## config.mk

```make
export PLATFORM = sky130hd
export DESIGN_NAME = dataflow_ctrl
export DESIGN_NICKNAME = d
export VERILOG_FILES = /design/src/rtl/dataflow_ctrl.sv
export SDC_FILE = /design/constraint.sdc
export NUM_CORES = 1
export LEC_CHECK = 0
export CAP_MARGIN = 20
export CELL_PAD_IN_SITES_DETAIL_PLACEMENT = 2
export CELL_PAD_IN_SITES_GLOBAL_PLACEMENT = 2
export CORE_ASPECT_RATIO = 2
export CORE_MARGIN = 2
export CORE_UTILIZATION = 35
export DETAILED_ROUTE_END_ITERATION = 8
export MAX_ROUTING_LAYER = met4
export PLACE_DENSITY_LB_ADDON = 0.12
export RECOVER_POWER = 25
export SYNTH_ARGS = -nofsm -noshare
export SYNTH_HDL_FRONTEND = slang
export SYNTH_SLANG_ARGS = --single-unit
```

## constraint.sdc

```tcl
create_clock -name clk -period 9.1 [get_ports clk]
set_input_delay 1.82 -clock clk [delete_from_list [all_inputs] [get_ports clk]]
set_output_delay 1.82 -clock clk [all_outputs]
set_load 0.1 [all_outputs]
```

## src/rtl/dataflow_ctrl.sv

```systemverilog
// dataflow_ctrl: sequencer for the dataflow lane array.
//   Accepts a (mode, tile count) command, programs dataflow mode, meters one
//   tile per cycle from the tile loader into dataflow (gated by output-buffer
//   credits), and tracks tiles through the fixed dataflow latency so each
//   output tile is flagged to the consumer.
// Ports:
//   clk, reset (async, active-low)
//   cmd_valid/cmd_ready/cmd_mode/cmd_tiles : command handshake (IDLE only)
//   src_valid/src_ready                    : tile issue handshake
//   df_mode                                : drives dataflow.mode
//   out_valid/out_last                     : output tile qualifiers
//   credit_ret                             : one output-buffer slot freed
//   busy/done/credit_err                   : status
// Optional: define DATAFLOW_CTRL_PERF_EN to add stall_cnt/busy_cnt counters.
module dataflow_ctrl #(
  parameter int LAT       = 2,
  parameter int MAX_TILES = 512,
  parameter int CREDITS   = 4,
  parameter int TW        = $clog2(MAX_TILES+1),
  parameter int CW        = $clog2(CREDITS+1)
) (
  input  logic          clk,
  input  logic          reset,
  input  logic          cmd_valid,
  output logic          cmd_ready,
  input  logic          cmd_mode,
  input  logic [TW-1:0] cmd_tiles,
  input  logic          src_valid,
  output logic          src_ready,
  output logic          df_mode,
  output logic          out_valid,
  output logic          out_last,
  input  logic          credit_ret,
  output logic          busy,
  output logic          done,
  output logic          credit_err
`ifdef DATAFLOW_CTRL_PERF_EN
  ,
  output logic [31:0]   stall_cnt,
  output logic [31:0]   busy_cnt
`endif
);

  typedef enum logic [2:0] {S_IDLE, S_SETUP, S_RUN, S_DRAIN, S_DONE} state_e;

  state_e          state_q, state_d;
  logic            mode_q, mode_d;
  logic [TW-1:0]   tiles_q, tiles_d;
  logic [TW-1:0]   issued_q, issued_d;
  logic [CW-1:0]   credits_q, credits_d;
  logic            df_mode_q, df_mode_d;
  logic            done_q, done_d;
  logic            err_q, err_d;
  logic [LAT-1:0]  vld_q, vld_d;
  logic [LAT-1:0]  lst_q, lst_d;

  logic            accept, issue, last_issue;
  logic [TW-1:0]   tiles_clamp;

  // Handshake outputs come from registered state only; cmd_ready is also
  // forced low while reset is held.
  assign cmd_ready  = reset && (state_q == S_IDLE);
  assign src_ready  = (state_q == S_RUN) && (credits_q != '0) && (issued_q < tiles_q);
  assign accept     = cmd_valid && cmd_ready;
  assign issue      = src_valid && src_ready;
  assign last_issue = issue && (issued_q == tiles_q - TW'(1));
  assign tiles_clamp = (cmd_tiles > TW'(MAX_TILES)) ? TW'(MAX_TILES) : cmd_tiles;

  assign df_mode    = df_mode_q;
  assign out_valid  = vld_q[LAT-1];
  assign out_last   = lst_q[LAT-1];
  assign busy       = (state_q != S_IDLE);
  assign done       = done_q;
  assign credit_err = err_q;

  always_comb begin
    state_d   = state_q;
    mode_d    = mode_q;
    tiles_d   = tiles_q;
    issued_d  = issued_q;
    credits_d = credits_q;
    df_mode_d = df_mode_q;
    err_d     = err_q;
    done_d    = (state_q == S_DONE);

    // Latency pipe: stage 0 takes this cycle's issue; the last stage is the
    // registered output pair.
    vld_d = '0;
    lst_d = '0;
    vld_d[0] = issue;
    lst_d[0] = last_issue;
    for (int i = 1; i < LAT; i++) begin
      vld_d[i] = vld_q[i-1];
      lst_d[i] = lst_q[i-1];
    end

    case (state_q)
      S_IDLE: if (accept) begin
        mode_d  = cmd_mode;
        tiles_d = tiles_clamp;
        if (tiles_clamp == '0) state_d = S_DONE;
        else begin
          // Mode goes out on entry to SETUP so it is already stable during
          // SETUP, a full cycle before the first src_ready.
          df_mode_d = cmd_mode;
          state_d   = S_SETUP;
        end
      end
      S_SETUP: begin
        df_mode_d = mode_q;
        issued_d  = '0;
        state_d   = S_RUN;
      end
      S_RUN: if (issue) begin
        issued_d = issued_q + TW'(1);
        if (last_issue) state_d = S_DRAIN;
      end
      S_DRAIN: if (vld_q == '0) state_d = S_DONE;
      S_DONE:  state_d = S_IDLE;
      default: state_d = S_IDLE;
    endcase

    // Simultaneous issue and return cancel out; a return at full credit is
    // dropped and flagged.
    case ({issue, credit_ret})
      2'b10: credits_d = credits_q - CW'(1);
      2'b01: begin
        if (credits_q == CW'(CREDITS)) err_d = 1'b1;
        else                           credits_d = credits_q + CW'(1);
      end
      default: ;
    endcase
  end

  always_ff @(posedge clk or negedge reset) begin
    if (!reset) begin
      state_q   <= S_IDLE;
      mode_q    <= 1'b0;
      tiles_q   <= '0;
      issued_q  <= '0;
      credits_q <= CW'(CREDITS);
      df_mode_q <= 1'b0;
      done_q    <= 1'b0;
      err_q     <= 1'b0;
      vld_q     <= '0;
      lst_q     <= '0;
    end else begin
      state_q   <= state_d;
      mode_q    <= mode_d;
      tiles_q   <= tiles_d;
      issued_q  <= issued_d;
      credits_q <= credits_d;
      df_mode_q <= df_mode_d;
      done_q    <= done_d;
      err_q     <= err_d;
      vld_q     <= vld_d;
      lst_q     <= lst_d;
    end
  end

`ifdef DATAFLOW_CTRL_PERF_EN
  logic [31:0] stall_cnt_q, stall_cnt_d;
  logic [31:0] busy_cnt_q, busy_cnt_d;

  assign stall_cnt = stall_cnt_q;
  assign busy_cnt  = busy_cnt_q;

  always_comb begin
    stall_cnt_d = stall_cnt_q;
    busy_cnt_d  = busy_cnt_q;
    if (accept) begin
      stall_cnt_d = '0;
      busy_cnt_d  = '0;
    end else begin
      if ((state_q == S_RUN) && src_valid && (credits_q == '0) && (stall_cnt_q != '1))
        stall_cnt_d = stall_cnt_q + 32'd1;
      if (busy && (busy_cnt_q != '1))
        busy_cnt_d = busy_cnt_q + 32'd1;
    end
  end

  always_ff @(posedge clk or negedge reset) begin
    if (!reset) begin
      stall_cnt_q <= '0;
      busy_cnt_q  <= '0;
    end else begin
      stall_cnt_q <= stall_cnt_d;
      busy_cnt_q  <= busy_cnt_d;
    end
  end
`endif

endmodule

```

==> out/metrics.yaml <==
status:
  result_of_the_run: "complete, but fails checks"
  failed_checks: "max-capacitance violations, max-slew violations"
worst_setup_path:
  worst-endpoint-arrival_ps: 4940
  end_kind: "output pin"
  critPathKind: "in2out"
  cp_data_required_time_ps: 7280
  startpoint_type: "primary input"
  reg2reg_setup_slack_ps: 5940
  cp_slowest_cell: "clkbuf_1"
  crit_chain: "buf_2 > clkbuf_1 > nor4b_1 > clkdlybuf4s50_1"
  critical_path.startpoint: "reset"
  cp_slowest_stage_delay_ps: 1400
  r2r-start: "tiles_q[7]"
  cp_max_fo: 35
sta:
  finalSetupViolCount: 0
  timing.final.hold_violations: 0
  timing.clock.skew_ps: 4.57
  worst-slew-pin-transition_ps: 1980
  max_slew_margin_pct: -32.2
  timing.setup.tns_ps: 0
  finalCritPeriodShare_pct: 74.3
  maxClockFrequency_mhz: 148
  rsz0062_at_grt: "false"
  finalMaxSlewViolations: 36
  finalWorstPathRequiredPeriod_ps: 6760
die:
  initial_utilization_pct: 35.9
  std_cell_rows: 41
  floorplan.die_area_um2: 7120
  ios: 24
  die-height_um: 117
  chipWidth_um: 60.7
  fp.coreArea_um2: 6260
power:
  power.leakage_nw: 1.14
  power_w: 0.000971
  worst_ir_drop_vdd_mv: 0.147
  pwr_density_cell_nw_per_um2: 362
placed_design:
  place.gp.congestion: 0.757
  placed_area_um2: 2550
  buffer_ports.inserted: 23
  dp_hpwl_um: 4530
final_layout:
  area_growth_syn_to_layout_pct: 19.3
  antenna_cells_inserted: 0
  utilization_pct: 42.8
  final_cell_area_um2: 2680
  nets: 288
  fraction_of_layout_cells_with_a_size_suffix_above_1_pct: 7.31
clock_tree:
  clk_root_buf: "clkbuf_16"
  insertion_delay_ps: 280
  cts-resized-gates: 0
  cts.hold.buffers_added: 0
  clock_tree.buffer_depth: 2
  clkSlewWorstSetupHoldPaths_ps: 60
  clock_buffers_created_by_tritoncts: 5
  cts_post_setup_buffers_inserted: 0
  numClockSinks: 34
  tritoncts_clock_tree: "yes"
  cts_max_level: 2
grt:
  first_pass_grt_wire_length_um: 9940
  grt_max_degree: 36
  number_of_global_route_vias_before_repair: 2064
  grt_util_all_layers_pct: 19.3
  grt_overflow_total: 0
  antenna_found_initial: 0
synthesis:
  number_of_enable_type_register_cells_in_the_synthesized_netlist: 0
  netlist_area_um2: 2250
  synth.avg_cell_area_um2: 9.53
  synth_area_leaders: "dfrtp_1, xnor2_1, ha_1, nand2_1, nand2b_1"
  synth_seq_cells: 34
  post-synth-top-area-cell: "dfrtp_1"
  synthCells: 236
  synth_flop_cell: "dfrtp_1"
  netlist.area_leader.share_pct: 36.7
  synth_sequential_area_ratio_pct: 37.9
  ys_warn_count: 0
  mappedNetlistNets: 265
  synth-async-reset-ratio_pct: 100
  cell_variety_after_synth: 51
drt:
  wire_per_inst_um: 16.7
  drt_drc_violations_left: 0
  drt_wl_total_um: 5760
  final_antenna_net_count: 0
  detailroute.via_count: 1860
  drtPass1Iterations: 4
  starting_drt_drc_count: 64
  viasPerCell: 5.38
job:
  max_cap_viol_count: 1
hold_path:
  timing.hold.worst.class: "reg2reg"
  hp-start: "lst_q[0]"
[layout make-up]
type                       instances  area, um^2
clock buffer                       6         129
clock inverter                     2        10.0
fill                             723        3580
inverter                          19        71.3
multi-input combinational        174        1270
sequential                        34         852
tap                               86         108
timing repair buffer              25         236
[synth_stat cells, types with 2 or more instances]
cell type,n
a2111oi_2,4
a211oi_1,2
a21o_1,2
a21oi_1,6
a22o_1,2
and3_1,3
and3b_1,3
buf_6,2
clkbuf_1,6
dfrtp_1,33
ha_1,12
inv_1,18
mux2_1,4
mux2i_1,3
nand2_1,22
nand2b_1,13
nand3_1,8
nand4_1,4
nor2_1,12
nor2b_1,3
nor3_1,5
nor3b_1,2
nor4_1,4
nor4b_1,2
o211ai_1,4
o21ai_1,13
o22ai_1,2
xnor2_1,19
[stage by stage]
stage / setup WS, ps / hold WS (ps) / instances
floorplan: 2340 / 331 / 236
detailed placement: 3350 / 338 / 338
global placement: 3380 / 337 / 338
global route: 1940 / 353 / 346
CTS: 3340 / 353 / 346
finish: 2340 / 350 / 346
[layer usage]
layer,global-route usage (%),part of all wire [%]
met5,-,0
met4,10.1,4.0
met3,3.75,3.0
met2,33.6,58
met1,19.0,35
[worst paths after layout]
path | to | cells past startpoint
min in group asynchronous | issued_q[2] | 2
max | cmd_ready | 4
max in group asynchronous | issued_q[0] | 2
min | lst_q[1] | 0
min reg2reg | lst_q[1] | 0
max reg2reg | credits_q[2] | 10
[state kept, by name (all words and copies together), names as in the netlist]
register / count
issued_q: 10
tiles_q: 10
done: 1
credit_err: 1
credits_q: 3
lst_q: 2
state_q: 3
df_mode: 1
mode_q: 1
vld_q: 2
[cells by family after synthesis]
kind of cell               Yosys count  share of synthesized area [%]
AOI/OAI and AO/OA                   48                           16.9
and+or+nand+nor                     86                           21.1
buffers and inverters               28                           5.40
xor gates and xnor gates            20                           7.79
adders and majority gates           13                           7.57
muxes                                7                           3.34
DFF                                 34                           37.9
[worst max-delay path: cells and delay by family]
kind                   cells  cell delay (ps)
buffers and inverters      3             2670
AND/OR/NAND/NOR            1              410
[power by group]
group	internal [W]	switching (W)
registers	0.000203	0.0000763
logic	0.000203	0.000324
clock network	0.000100	0.0000639
[layout by cell type (no fill, tap or decap), drive strengths merged, types with 2 or more instances in the layout]
cell type,instances
dfrtp,33
clkbuf,7
xnor2,19
nand4,4
clkdlybuf4s50,22
a21o,2
and3b,3
ha,12
a22o,2
nand3,9
buf,2
a211oi,3
a21oi,7
nor4,4
o211ai,4
a2111oi,4
clkinv,2
nor2,12
nor3b,2
mux2i,3
nor3,5
o22ai,2
nor4b,2
o21ai,14
inv,19
nand2,22
mux2,4
nand2b,13
nor2b,3
and3,3
(Power assumes the default switching activity.)
